--- config.mk ---
export PLATFORM = sky130hd
export DESIGN_NAME = pc_next_unit_flat
export DESIGN_NICKNAME = d
export VERILOG_FILES = /design/src/rtl/pc_next_unit_pkg.sv /design/src/rtl/pc_next_unit_if.sv /design/src/rtl/pc_next_unit_target_calc.sv /design/src/rtl/pc_next_unit.sv /design/src/flat_wrapper.sv
export SDC_FILE = /design/constraint.sdc
export NUM_CORES = 1
export LEC_CHECK = 0
export CORE_MARGIN = 1
export CORE_UTILIZATION = 50
export CTS_BUF_LIST = sky130_fd_sc_hd__clkbuf_4
export DETAILED_ROUTE_END_ITERATION = 8
export PLACE_DENSITY_LB_ADDON = 0.2
export REMOVE_ABC_BUFFERS = 1
export SETUP_SLACK_MARGIN = 0.5
export SKIP_LAST_GASP = 1
export SLEW_MARGIN = 20
export SYNTH_ARGS = -nofsm -noshare
export SYNTH_HDL_FRONTEND = slang
export SYNTH_SLANG_ARGS = --single-unit
--- constraint.sdc ---
create_clock -name clk -period 3.2 [get_ports clk]
set_clock_uncertainty 0.15 [all_clocks]
set_input_delay 0.32 -clock clk [delete_from_list [all_inputs] [get_ports clk]]
set_output_delay 0.32 -clock clk [all_outputs]
set_load 0.1 [all_outputs]
--- src/rtl/pc_next_unit_pkg.sv ---
// ---------------------------------------------------------------------------
// riscv_pc_pkg
// Shared definitions for the program-counter stage of the single-cycle core:
//   - pc_state_e : BOOT / RUN / TRAP state encoding of the PC sequencer
//   - pc_sel_e   : which candidate becomes the next PC
//   - DEFAULT_RESET_VECTOR / DEFAULT_TRAP_VECTOR : default PC load values
//   - isMisaligned() : instruction-address alignment test (4-byte aligned)
// No ports; imported by pc_next_unit_if, pc_target_calc and pc_next_unit.
// ---------------------------------------------------------------------------
package riscv_pc_pkg;

  typedef enum logic [1:0] {
    BOOT = 2'd0,
    RUN  = 2'd1,
    TRAP = 2'd2
  } pc_state_e;

  typedef enum logic [1:0] {
    SEL_PC4  = 2'd0,
    SEL_BR   = 2'd1,
    SEL_JAL  = 2'd2,
    SEL_JALR = 2'd3
  } pc_sel_e;

  localparam logic [31:0] DEFAULT_RESET_VECTOR = 32'h0040_0000;
  localparam logic [31:0] DEFAULT_TRAP_VECTOR  = 32'h0040_0100;

  // Without the compressed extension every instruction sits on a 4-byte
  // boundary, so any set bit in the two LSBs of a target is a fault.
  function automatic logic isMisaligned(input logic [1:0] lowBits);
    return lowBits != 2'b00;
  endfunction

endpackage

--- src/rtl/pc_next_unit_if.sv ---
// ---------------------------------------------------------------------------
// pc_next_unit_if
// Bundles the control/data inputs and the PC-side outputs of pc_next_unit.
// Parameter N : datapath/address width (must match the unit's N).
// Signals (named from the unit's point of view):
//   stall_i, branch_i, condition_is_true_i, jal_i, jalr_i, trap_ack_i : 1b in
//   imm_i, rs1_data_i                                                : N  in
//   pc_o, pc_plus4_o, epc_o                                          : N  out
//   instr_valid_o, taken_o, trap_o                                   : 1b out
// Modports: slave  = the PC unit itself
//           master = whoever drives the controls (decoder / testbench)
// ---------------------------------------------------------------------------
interface pc_next_unit_if
  import riscv_pc_pkg::*;
#(
  parameter int N = 32
);

  logic         stall_i;
  logic         branch_i;
  logic         condition_is_true_i;
  logic         jal_i;
  logic         jalr_i;
  logic [N-1:0] imm_i;
  logic [N-1:0] rs1_data_i;
  logic         trap_ack_i;
  logic [N-1:0] pc_o;
  logic [N-1:0] pc_plus4_o;
  logic         instr_valid_o;
  logic         taken_o;
  logic         trap_o;
  logic [N-1:0] epc_o;

  modport slave (
    input  stall_i, branch_i, condition_is_true_i, jal_i, jalr_i,
           imm_i, rs1_data_i, trap_ack_i,
    output pc_o, pc_plus4_o, instr_valid_o, taken_o, trap_o, epc_o
  );

  modport master (
    output stall_i, branch_i, condition_is_true_i, jal_i, jalr_i,
           imm_i, rs1_data_i, trap_ack_i,
    input  pc_o, pc_plus4_o, instr_valid_o, taken_o, trap_o, epc_o
  );

endinterface

--- src/rtl/pc_next_unit_target_calc.sv ---
// ---------------------------------------------------------------------------
// pc_target_calc
// Purely combinational target computation for the PC stage.
// Ports:
//   pc_i, imm_i, rs1_data_i            : N  in  current PC and operands
//   branch_i, condition_is_true_i,
//   jal_i, jalr_i                      : 1b in  decoded control transfer
//   br_tgt_o                           : N  out pc + imm (branches and JAL)
//   jr_tgt_o                           : N  out (rs1 + imm) with bit 0 cleared
//   sel_o                              : pc_sel_e out chosen next-PC source
//   misaligned_o                       : 1b out chosen transfer target is not
//                                               4-byte aligned
// All sums wrap modulo 2^N.
// ---------------------------------------------------------------------------
module pc_target_calc
  import riscv_pc_pkg::*;
#(
  parameter int N = 32
) (
  input  logic [N-1:0] pc_i,
  input  logic [N-1:0] imm_i,
  input  logic [N-1:0] rs1_data_i,
  input  logic         branch_i,
  input  logic         condition_is_true_i,
  input  logic         jal_i,
  input  logic         jalr_i,
  output logic [N-1:0] br_tgt_o,
  output logic [N-1:0] jr_tgt_o,
  output pc_sel_e      sel_o,
  output logic         misaligned_o
);

  logic [N-1:0] jrSum;

  assign br_tgt_o = pc_i + imm_i;
  assign jrSum    = rs1_data_i + imm_i;
  assign jr_tgt_o = {jrSum[N-1:1], 1'b0};

  // Pick the next-PC source. JALR beats JAL beats a taken branch; when
  // several controls are raised together the priority simply decides and
  // nothing is flagged.
  always_comb begin
    sel_o = SEL_PC4;
    if (jalr_i) begin
      sel_o = SEL_JALR;
    end else if (jal_i) begin
      sel_o = SEL_JAL;
    end else if (branch_i && condition_is_true_i) begin
      sel_o = SEL_BR;
    end
  end

  // Alignment is only judged on the target that is actually taken, so a
  // not-taken branch with an odd offset can never fault.
  always_comb begin
    misaligned_o = 1'b0;
    case (sel_o)
      SEL_JALR:        misaligned_o = isMisaligned(jr_tgt_o[1:0]);
      SEL_JAL, SEL_BR: misaligned_o = isMisaligned(br_tgt_o[1:0]);
      default:         misaligned_o = 1'b0;
    endcase
  end

endmodule

--- src/rtl/pc_next_unit.sv ---
// ---------------------------------------------------------------------------
// pc_next_unit
// Program-counter stage of the single-cycle RISC-V core. Owns the PC
// register, sequences BOOT -> RUN, honours stall, and on a misaligned
// control-transfer target records the faulting PC and parks at TRAP_VECTOR
// until the trap is acknowledged.
// Parameters: N (width), RESET_VECTOR, TRAP_VECTOR.
// Ports:
//   clk           : in  core clock, rising edge
//   reset         : in  synchronous, active-low reset
//   bus           : pc_next_unit_if.slave (controls in, PC/link/trap out)
//   taken_count_o : out [31:0] saturating count of taken transfers
//                   (only present when PC_BRANCH_STATS_EN is defined)
// Optional feature macro: PC_BRANCH_STATS_EN
// ---------------------------------------------------------------------------
module pc_next_unit
  import riscv_pc_pkg::*;
#(
  parameter int           N            = 32,
  parameter logic [N-1:0] RESET_VECTOR = N'(DEFAULT_RESET_VECTOR),
  parameter logic [N-1:0] TRAP_VECTOR  = N'(DEFAULT_TRAP_VECTOR)
) (
  input  logic             clk,
  input  logic             reset,
  pc_next_unit_if.slave    bus
`ifdef PC_BRANCH_STATS_EN
  ,
  output logic [31:0]      taken_count_o
`endif
);

  pc_state_e    state_q, state_d;
  logic [N-1:0] pc_q, pc_d;
  logic [N-1:0] epc_q, epc_d;

  logic [N-1:0] brTgt;
  logic [N-1:0] jrTgt;
  logic [N-1:0] pcPlus4;
  logic [N-1:0] nextPc;
  pc_sel_e      sel;
  logic         misaligned;
  logic         instrValid;
  logic         taken;

  pc_target_calc #(.N(N)) u_target_calc (
    .pc_i                (pc_q),
    .imm_i               (bus.imm_i),
    .rs1_data_i          (bus.rs1_data_i),
    .branch_i            (bus.branch_i),
    .condition_is_true_i (bus.condition_is_true_i),
    .jal_i               (bus.jal_i),
    .jalr_i              (bus.jalr_i),
    .br_tgt_o            (brTgt),
    .jr_tgt_o            (jrTgt),
    .sel_o               (sel),
    .misaligned_o        (misaligned)
  );

  assign pcPlus4    = pc_q + N'(4);
  assign instrValid = (state_q == RUN);
  assign taken      = instrValid && (sel != SEL_PC4);

  // Turn the select code into the actual next PC. Branches and JAL share
  // the pc+imm adder; everything else falls through to sequential fetch.
  always_comb begin
    nextPc = pcPlus4;
    case (sel)
      SEL_JALR:        nextPc = jrTgt;
      SEL_JAL, SEL_BR: nextPc = brTgt;
      default:         nextPc = pcPlus4;
    endcase
  end

  // Sequencer next-state logic. BOOT spends exactly one cycle with no valid
  // instruction; RUN advances the PC unless stalled, diverting to the trap
  // vector on a misaligned taken target; TRAP waits for the acknowledge.
  // Stall only matters in RUN. pc_q already holds TRAP_VECTOR while in
  // TRAP, so leaving TRAP resumes fetching there without touching the PC.
  always_comb begin
    state_d = state_q;
    pc_d    = pc_q;
    epc_d   = epc_q;
    case (state_q)
      BOOT: begin
        state_d = RUN;
      end
      RUN: begin
        if (!bus.stall_i) begin
          if (taken && misaligned) begin
            epc_d   = pc_q;
            pc_d    = TRAP_VECTOR;
            state_d = TRAP;
          end else begin
            pc_d = nextPc;
          end
        end
      end
      TRAP: begin
        if (bus.trap_ack_i) begin
          state_d = RUN;
        end
      end
      default: begin
        state_d = BOOT;
        pc_d    = RESET_VECTOR;
      end
    endcase
  end

  // State, PC and exception-PC registers with a synchronous active-low
  // reset that restarts the core from RESET_VECTOR in BOOT.
  always_ff @(posedge clk) begin
    if (!reset) begin
      state_q <= BOOT;
      pc_q    <= RESET_VECTOR;
      epc_q   <= '0;
    end else begin
      state_q <= state_d;
      pc_q    <= pc_d;
      epc_q   <= epc_d;
    end
  end

  assign bus.pc_o          = pc_q;
  assign bus.pc_plus4_o    = pcPlus4;
  assign bus.instr_valid_o = instrValid;
  assign bus.taken_o       = taken;
  assign bus.trap_o        = (state_q == TRAP);
  assign bus.epc_o         = epc_q;

`ifdef PC_BRANCH_STATS_EN
  logic [31:0] takenCount_q, takenCount_d;

  // Count every control transfer that actually retires, trapping ones
  // included. Stalled cycles do not retire anything, and the counter
  // sticks at all-ones rather than wrapping back to zero.
  always_comb begin
    takenCount_d = takenCount_q;
    if (instrValid && !bus.stall_i && taken && (takenCount_q != 32'hFFFF_FFFF)) begin
      takenCount_d = takenCount_q + 32'd1;
    end
  end

  // Statistics register, cleared together with the rest of the stage.
  always_ff @(posedge clk) begin
    if (!reset) begin
      takenCount_q <= '0;
    end else begin
      takenCount_q <= takenCount_d;
    end
  end

  assign taken_count_o = takenCount_q;
`endif

endmodule

--- src/flat_wrapper.sv ---
// flat-port wrapper written by rule: the top's interface ports become plain ports
module pc_next_unit_flat import riscv_pc_pkg::*;
#(
  parameter int           N            = 32,
  parameter logic [N-1:0] RESET_VECTOR = N'(DEFAULT_RESET_VECTOR),
  parameter logic [N-1:0] TRAP_VECTOR  = N'(DEFAULT_TRAP_VECTOR)
)
  (clk, reset, bus_stall_i, bus_branch_i, bus_condition_is_true_i, bus_jal_i, bus_jalr_i, bus_imm_i, bus_rs1_data_i, bus_trap_ack_i, bus_pc_o, bus_pc_plus4_o, bus_instr_valid_o, bus_taken_o, bus_trap_o, bus_epc_o);
  pc_next_unit_if #(.N(N)) bus_i ();
  input  logic clk;
  input  logic reset;
  input wire logic [$bits(bus_i.stall_i)-1:0] bus_stall_i;
  input wire logic [$bits(bus_i.branch_i)-1:0] bus_branch_i;
  input wire logic [$bits(bus_i.condition_is_true_i)-1:0] bus_condition_is_true_i;
  input wire logic [$bits(bus_i.jal_i)-1:0] bus_jal_i;
  input wire logic [$bits(bus_i.jalr_i)-1:0] bus_jalr_i;
  input wire logic [$bits(bus_i.imm_i)-1:0] bus_imm_i;
  input wire logic [$bits(bus_i.rs1_data_i)-1:0] bus_rs1_data_i;
  input wire logic [$bits(bus_i.trap_ack_i)-1:0] bus_trap_ack_i;
  output wire logic [$bits(bus_i.pc_o)-1:0] bus_pc_o;
  output wire logic [$bits(bus_i.pc_plus4_o)-1:0] bus_pc_plus4_o;
  output wire logic [$bits(bus_i.instr_valid_o)-1:0] bus_instr_valid_o;
  output wire logic [$bits(bus_i.taken_o)-1:0] bus_taken_o;
  output wire logic [$bits(bus_i.trap_o)-1:0] bus_trap_o;
  output wire logic [$bits(bus_i.epc_o)-1:0] bus_epc_o;
  assign bus_i.stall_i = bus_stall_i;
  assign bus_i.branch_i = bus_branch_i;
  assign bus_i.condition_is_true_i = bus_condition_is_true_i;
  assign bus_i.jal_i = bus_jal_i;
  assign bus_i.jalr_i = bus_jalr_i;
  assign bus_i.imm_i = bus_imm_i;
  assign bus_i.rs1_data_i = bus_rs1_data_i;
  assign bus_i.trap_ack_i = bus_trap_ack_i;
  assign bus_pc_o = bus_i.pc_o;
  assign bus_pc_plus4_o = bus_i.pc_plus4_o;
  assign bus_instr_valid_o = bus_i.instr_valid_o;
  assign bus_taken_o = bus_i.taken_o;
  assign bus_trap_o = bus_i.trap_o;
  assign bus_epc_o = bus_i.epc_o;
  pc_next_unit #(.N(N), .RESET_VECTOR(RESET_VECTOR), .TRAP_VECTOR(TRAP_VECTOR)) u_core (.clk(clk), .reset(reset), .bus(bus_i));
endmodule
* Yosys cells after proc, flatten, opt, wreduce, memory -nomap -nowiden *
Cells that the tools add are included.

word-level totals
  latch bits = 0
  output and inout bits = 99
  word-level logic and storage cells = 39
  bits of input ports = 72
  memory bits (read-only) = 0
  memories = 0
  bits in registers = 66
  RAM bits = 0

operators by class
  shift-type cells = 0
  divide/modulo/power cells = 0
  add/sub/neg operators = 3
  bitwise operators = 2
  reductions and logical operators = 11
  multiplexer cells = 12
  multipliers = 0
  equal/unequal tests = 8
  magnitude comparators = 0

operator list
  kind                     count
  $pmux W32 S2             2
  $add A32 B32 Y32         2
  $mux W32                 2
  $add A32 B3 Y32 const B  1
  $mux W2                  5
  $eq A2 B2 Y1 const B     3
  $ne A2 B2 Y1 const B     3
  $pmux W2 S3              1
  $reduce_and A3 Y1        2
  $eq A2 B1 Y1 const B     2
  $reduce_bool A2 Y1       2
  $reduce_or A2 Y1         2
  $logic_and A1 B1 Y1      3
  $logic_not A2 Y1         1
  $not A1 Y1               2
  $pmux W1 S2              1
  $reduce_and A2 Y1        1
  $mux W1                  1

* Longest topological paths before layout *
Gate-level depths: netlist (run 1).

  word-level depth = 11
  mapped depth = 13
  gate-level depth less buffers = 13

* Cells and area by module *
From an unflattened synthesis (run 1), not the netlist that was laid out.

second synthesis, totals
  cells, all modules = 1055
  area total of the unflattened synthesis = 7677.4 µm²

modules (own cells, without submodules)
  module          times used  area each (µm²)  cells an instance  seq. area each (µm²)
  pc_next_unit    1           4120.2           539                1321.3
  pc_target_calc  1           3557.2           516                0.0

* Least setup slack after synthesis (run 1) *
OpenSTA, ideal clock, no wires.

  path type = register -> output
  from = register u_core.pc_q[4], in the netlist u_core.bus.pc_o[4]
  to = output bus_pc_plus4_o[23]
  cell stages (with the launch flop) = 9
  path buffers = 1
  arrival time = 4.072 ns
  setup slack = -1.342 ns
  data required time = 2.730 ns
  path through = dfxtp_1 and3_1 and3_1 and2_2 and3_1 or3b_2 clkbuf_1 nor2_1 xor2_1

between the ends
  cells in the longest elaborated chain, start to end = 1

RTL lines
  item                    RTL line             text
  from (decl)             pc_next_unit.sv:33   logic [N-1:0] pc_q, pc_d;
  from (signal assigned)  pc_next_unit.sv:119  pc_q <= pc_d;
  $add A32 B3 Y32         pc_next_unit.sv:59   assign pcPlus4 = pc_q + N'(4);
  to (decl)               flat_wrapper.sv:21   output wire logic [$bits(bus_i.pc_plus4_o)-1:0] bus_pc_plus4_o;

Every way passes these cells.

* Worst setup path after layout (run 1) *
  from = register u_core.pc_q[2], in the netlist u_core.bus.pc_o[2]
  to = register u_core.pc_q[28], in the netlist u_core.bus.pc_o[28]

between the ends
  cells in the longest elaborated chain, start to end = 5
  elaborated cells between the ends (all ways) = 6
  those cells by class = add/sub (2); mux (4)

RTL lines
  item                                                 RTL line                                            text
  $add A32 B3 Y32 or $add A32 B32 Y32 (tied branches)  pc_next_unit.sv:59, pc_next_unit_target_calc.sv:35
  $pmux W32 S2 (*)                                     pc_next_unit.sv:67                                  case (sel)
  $mux W32 (*)                                         pc_next_unit.sv:89                                  if (taken && misaligned) begin
  $mux W32 (*)                                         pc_next_unit.sv:88                                  if (!bus.stall_i) begin
  $pmux W32 S2 (*)                                     pc_next_unit.sv:83                                  case (state_q)

Mark *: on every way between the ends. The rest lies on a longest branch, timed or not. The select of a mux whose other input is x is not followed.
A chain may end at the register's enable or synchronous reset.

==> flow_summary.json, run 1 <==
{
  "status": "finished clean",
  "met3_usage_pct": 7.747,
  "worstHoldStart": "u_core.bus.epc_o[31]",
  "placed_cells": 1387,
  "cp_max_fo": 3,
  "dr.pass1.iters": 9,
  "whs_path_depth": 2,
  "synth-seq-area-share_pct": 19.13,
  "period_needed_ns": 3.150,
  "synthArstFlopShare_pct": 0,
  "fmax_mhz": 317.5,
  "grt_antenna_before_repair": 0,
  "numCtsBuffers": 9,
  "die_h_um": 119.5,
  "synth-main-ff-cell": "dfxtp_1",
  "required_ns": 3.39,
  "crit_type": "reg2reg",
  "final_cell_count_no_fill": 1446,
  "portBuffers": 170,
  "tightest_slew_ns": 0.9749,
  "nNetsFinal": 1402,
  "clock_sinks": 66,
  "grt_util_met1_pct": 52.56,
  "die-area_um2": 14290,
  "maxSlewViolCount": 0,
  "synth.distinct_cells": 69,
  "grt_pass1_wl_um": 42860,
  "dp_hpwl_um": 19480,
  "setup_viol": 0,
  "synth_edf_count": 0,
  "cp-start-kind": "register",
  "p_per_area_nw_per_um2": 300.5,
  "ios": 171,
  "r2r_cells": 14,
  "cap_violations": 0,
  "rows": 42,
  "ys_ff_latch": 66,
  "cts.clk_slew.worst_paths_ns": 0.13,
  "dieWidth_um": 119.5,
  "cp-startpoint": "u_core.bus.pc_o[2]",
  "cp_data_arrival_time_ns": 3.34,
  "p_leak_nw": 4.991,
  "grtUsageMet2_pct": 58.24,
  "drtAntennaViolNets": 0,
  "grt_max_degree": 44,
  "via_count": 9492,
  "finalCritPeriodShare_pct": 98.42,
  "syn-cell-area_um2": 6905,
  "cts_buffer_depth": 2,
  "slew_headroom_pct": 34.80,
  "fin_hold_ws_ns": 0.3137,
  "syn_to_final_growth_pct": 65.27,
  "start_util_pct": 51.73,
  "tns_ns": 0,
  "routedWlPerCell_um": 21.61,
  "synthCells": 950,
  "peakVddDrop_uv": 164.6,
  "crit_path_end_kind": "register",
  "reg2reg_from": "u_core.bus.pc_o[2]",
  "postSynthAreaPerCell_um2": 7.269,
  "regToRegSetupSlack_ns": 0.05,
  "layout-drive-gt1-share_pct": 36.17,
  "r2r-end": "u_core.bus.pc_o[28]",
  "cts-root-buf": "clkbuf_4",
  "grt_overflow": 0,
  "rsz0062_at_grt": "yes",
  "drt_iter0_markers": 1665,
  "grt_usage_pct": 37.65,
  "viasPerCell": 6.564,
  "insertion_delay_ns": 0.44,
  "finalHoldViolCount": 0,
  "htreeDepth": 3,
  "gp_congestion": 0.9814,
  "core_um2": 13350,
  "wl_um": 31250,
  "drcViolationCount": 0,
  "holdPathEnd": "u_core.bus.epc_o[31]",
  "ctsHoldBuffers": 0,
  "cts_tree": "built",
  "top_usage_layer": "met2",
  "yosys_warnings": 0,
  "min_path_type": "reg2reg",
  "grt_pass1_vias": 8151
}
==> cell type report <==
class	instances	area, um2
multi-input cells	798	6340
repair buffers	363	3283
fillers	734	1936
flip-flops and latches	66	1360
well taps	176	220.2
inverters	26	97.59
clock buffers	10	75.07
clock inverters	6	33.78
diodes	1	2.502
==> power by group <==
part,total (mW),internal [mW],switching [mW]
clock network,0.480,0.161,0.319
registers,0.896,0.847,0.0493
logic,2.05,0.809,1.24
==> worst max-delay path by stage <==
stage,end
finish,u_core.bus.pc_o[28]
floorplan,u_core.bus.pc_o[15]
CTS,bus_pc_plus4_o[23]
global placement,u_core.bus.pc_o[26]
global route,u_core.bus.pc_o[28]
detailed placement,u_core.bus.pc_o[28]
==> metrics by stage <==
stage	area [um2]	setup slack [ns]	util [%]	total power, mW
floorplan	6651	-1.305	-	1.991
global placement	9772	-0.3307	73.21	2.635
detailed placement	9772	-0.4245	73.21	2.652
CTS	10860	0.1641	81.33	3.222
global route	11410	-0.01759	85.48	3.551
finish	11410	0.05045	85.50	3.429
==> repair_timing <==
action,in CTS,in global routing
pin swaps,61,59
cloned,0,0
setup buffers,17,25
gates resized for setup,197,85
endpoints found under the setup margin,45,45
==> cells in the final DEF, fill, tap and decap left out, drive strengths merged, types with 8 or more instances in the layout <==
cell / Yosys / routed
or3: 8 / 8
a31oi: 13 / 13
o21a: 13 / 13
dlygate4sd2: 0 / 27
a211oi: 12 / 12
o31ai: 10 / 10
a21o: 36 / 36
clkdlybuf4s50: 0 / 67
a21oi: 97 / 97
nand3: 29 / 29
xor2: 32 / 32
buf: 11 / 266
and3: 19 / 19
xnor2: 52 / 52
nor3: 13 / 13
nand2: 144 / 144
clkbuf: 49 / 11
nor2: 55 / 55
nor2b: 11 / 11
nand2b: 8 / 8
o21ai: 57 / 57
a22oi: 9 / 9
dfxtp: 66 / 66
inv: 25 / 25
nand4: 16 / 16
ha: 64 / 64
a221oi: 14 / 14
==> layer usage <==
metal  share of wire [%]  vias up  routed length [um]
met5               0.048        -                  15
met4                 5.2        2                1616
met3                  12      194                3737
met2                  44      796               13670
met1                  39     4402               12200
li1                    -     4098                   -
==> flip-flops by register name, indices dropped and copies added, names as in the netlist <==
signal and cells:
u_core.state_q 2, u_core.bus.epc_o 32, u_core.bus.pc_o 32
==> worst max-delay path, cell delays in order, from the launching register on <==
cell      delay (ns)
dfxtp_2         0.36
ha_1            0.33
buf_4           0.16
nor2b_2         0.16
o21ai_2         0.19
a21oi_2         0.12
buf_4           0.16
nor2_4          0.11
o31ai_4         0.07
a311oi_2        0.36
buf_4           0.20
nor4_4          0.04
or4_1           0.46
nand3_1         0.10
a31oi_1         0.08
==> cell usage after synthesis, drive strengths merged, types with 8 or more instances <==
library cell	number	area, um2
a211oi	12	90.09
a21o	36	271.5
a21oi	97	485.5
a221oi	14	128.9
a22oi	9	67.56
a31oi	13	96.34
and3	19	118.9
buf	11	66.31
clkbuf	49	187.7
dfxtp	66	1321
ha	64	800.8
inv	25	93.84
nand2	144	540.5
nand2b	8	50.05
nand3	29	145.1
nand4	16	106.4
nor2	55	206.5
nor2b	11	76.32
nor3	13	65.06
o21a	13	97.59
o21ai	57	285.3
o31ai	10	75.07
or3	8	55.05
xnor2	52	455.4
xor2	32	280.3
==> cells by family after synthesis <==
| family | count (synthesis) | synth area share, % |
|---|---|---|
| AND/OR/NAND/NOR | 328 | 22.32 |
| buffers and inverters | 86 | 5.091 |
| XOR/XNOR | 84 | 10.65 |
| multiplexers | 2 | 0.2899 |
| adder cells (fa/ha/maj) | 66 | 12.18 |
| AO/OA/AOI/OAI | 318 | 30.33 |
| flip-flops | 66 | 19.13 |
(Power assumes the default switching activity.)
==> run 2: changes to the inputs <==
Settings changed: MAX_ROUTING_LAYER set to met4.
==> run 2 against run 1 <==
Against the previous run: the flow now finishes with violations (design-rule violations); register-to-register slack better by 0.15 ns; cell count rose by 1.7%; worst hold slack worse by 0.00068 ns.
==> flow_summary.json, run 2 (synthesized netlist as in run 1, its figures left out) <==
{
  "cp-start-kind": "register",
  "period_needed_ns": 3.164,
  "final_cell_mix": "buf_4, nand2_1, a21oi_1, clkdlybuf4s50_1, dfxtp_1",
  "ctsHoldBuffers": 0,
  "peakVddDrop_uv": 192.8,
  "clockPowerShare_pct": 15.4,
  "drt_iter0_markers": 1370,
  "num_antenna_cells": 0,
  "core_um2": 13350,
  "required_ns": 2.73,
  "finalCritPeriodShare_pct": 98.88,
  "cts.clk_slew.worst_paths_ns": 0.11,
  "setup_viol": 0,
  "drtAntennaViolNets": 0,
  "reg2reg_from": "u_core.bus.pc_o[4]",
  "cpPeakStageDelay_ns": 0.39,
  "drcViolationCount": 1,
  "grt_pass1_wl_um": 44490,
  "ff_latch_area_um2": 1356,
  "nNetsFinal": 1427,
  "routedWlPerCell_um": 22.29,
  "htreeDepth": 3,
  "multi_input_area_um2": 6364,
  "start_util_pct": 51.73,
  "clock_sinks": 66,
  "cp_max_fo": 8,
  "crit_type": "reg2out",
  "p_per_area_nw_per_um2": 309.3,
  "fin_hold_ws_ns": 0.3130,
  "crit_path_end_kind": "primary output",
  "ios": 171,
  "maxSlewViolCount": 0,
  "fill_cells": 710,
  "p_total_mw": 3.587,
  "worstHoldStart": "u_core.bus.epc_o[5]",
  "p_sw_share_pct": 45.91,
  "tns_ns": 0,
  "grt_usage_pct": 40.33,
  "min_path_type": "reg2reg",
  "insertion_delay_ns": 0.42,
  "cp_cell_sequence": "buf_4 -> ha_1 -> and3_2 -> nand4_4 -> or2_2 -> nor2_1 -> xnor2_1 -> buf_12",
  "dieWidth_um": 119.5,
  "p_int_mw": 1.940,
  "wl_um": 32770,
  "portBuffers": 170,
  "dp_hpwl_um": 20240,
  "cts_tree": "built",
  "gp_congestion": 0.9492,
  "finalHoldViolCount": 0,
  "syn_to_final_growth_pct": 67.96,
  "viasPerCell": 6.528,
  "grt_overflow": 0,
  "pwr-share-seq_pct": 25.0,
  "p_leak_nw": 5.082,
  "comb_power_share_pct": 59.7,
  "grt_max_degree": 44,
  "grt_pass1_vias": 8341,
  "rows": 42,
  "layout-drive-gt1-share_pct": 38.41,
  "cp_data_arrival_time_ns": 2.69,
  "cts-root-buf": "clkbuf_4",
  "tightest_slew_ns": 0.9812,
  "numCtsBuffers": 9,
  "dr.pass1.iters": 8,
  "layout_commonest_cell": "buf_4",
  "fmax_mhz": 316.0,
  "cap_violations": 0,
  "slew_headroom_pct": 34.38,
  "status": "complete, but fails checks",
  "die-area_um2": 14290,
  "cts_buffer_depth": 2,
  "cp-startpoint": "u_core.bus.pc_o[2]",
  "rsz0062_at_grt": "yes",
  "die_h_um": 119.5,
  "violations": "design-rule violations",
  "grt_antenna_before_repair": 0,
  "critPathSlowestCell": "dfxtp_4",
  "via_count": 9596,
  "power_switching_mw": 1.647
}
==> run 2: cell types whose count changed in the layout (fill, tap and decap cells not counted), sizes merged, moves of 2 or more <==
cell,delta
dlymetal6s2s,+2
dlygate4sd2,-8
clkinv,-2
clkdlybuf4s15,+3
clkbuf,+5
buf,+26
clkinvlp,+2
clkdlybuf4s50,-3
==> run 2: metrics by stage <==
stage / instances / util (%) / cell area (um2) / setup WS (ns)
after detailed placement: 1404 / 73.98 / 9874 / -0.4803
after global routing: 1470 / 86.90 / 11600 / -0.04745
after global placement: 1404 / 73.98 / 9874 / -0.3764
final: 1470 / 86.90 / 11600 / 0.03583
after floorplan: 890 / - / 6651 / -1.305
after CTS: 1447 / 81.51 / 10880 / 0.08319
==> run 2: worst paths after layout <==
| path | end | slack, ns | cells past startpoint |
|---|---|---|---|
| max | bus_pc_plus4_o[24] | 0.04 | 8 |
| min | u_core.bus.epc_o[5] | 0.31 | 2 |
| max reg2reg | u_core.bus.pc_o[31] | 0.20 | 14 |
| min reg2reg | u_core.bus.epc_o[5] | 0.31 | 2 |
==> run 2: area by class of cell <==
type,count,share of cell area [%]
Sequential cell,66,11.69
Clock inverter,7,0.6041
Clock buffer,9,0.5825
Multi-Input combinational cell,798,54.87
Inverter,26,0.8414
Tap cell,176,1.899
Timing Repair Buffer,388,29.51
==> run 2: metal layers <==
layer	wire [um]	share of wire (%)	vias to the layer above	GRT usage, %
li1	-	-	4137	-
met5	0	0	-	-
met3	3500	11	168	6.606
met1	13150	40	4486	56.36
met2	14660	45	805	59.36
met4	1463	4.5	0	12.19
==> run 2: critical path: cells and delay by family, from the launching register on <==
| family | cells | cell delay [ns] |
|---|---|---|
| xor gates and xnor gates | 1 | 0.25 |
| and+or+nand+nor | 4 | 1.03 |
| DFF | 1 | 0.39 |
| adders and majority gates | 1 | 0.20 |
| buffers and inverters | 2 | 0.40 |
==> run 2: power by group through the flow <==
stage	logic (mW)	clock network [mW]	registers, mW
after floorplan	0.908	0	1.08
after global placement	1.76	0	0.903
after detailed placement	1.78	0	0.904
after CTS	1.89	0.552	0.888
after global routing	2.22	0.588	0.896
final	2.14	0.551	0.895
==> run 2: repair_timing <==
| item | 4_1_cts | 5_1_grt |
|---|---|---|
| setup endpoints to repair | 46 | 48 |
| pin swaps | 63 | 91 |
| buffers inserted | 27 | 23 |
| gates resized for setup | 173 | 122 |
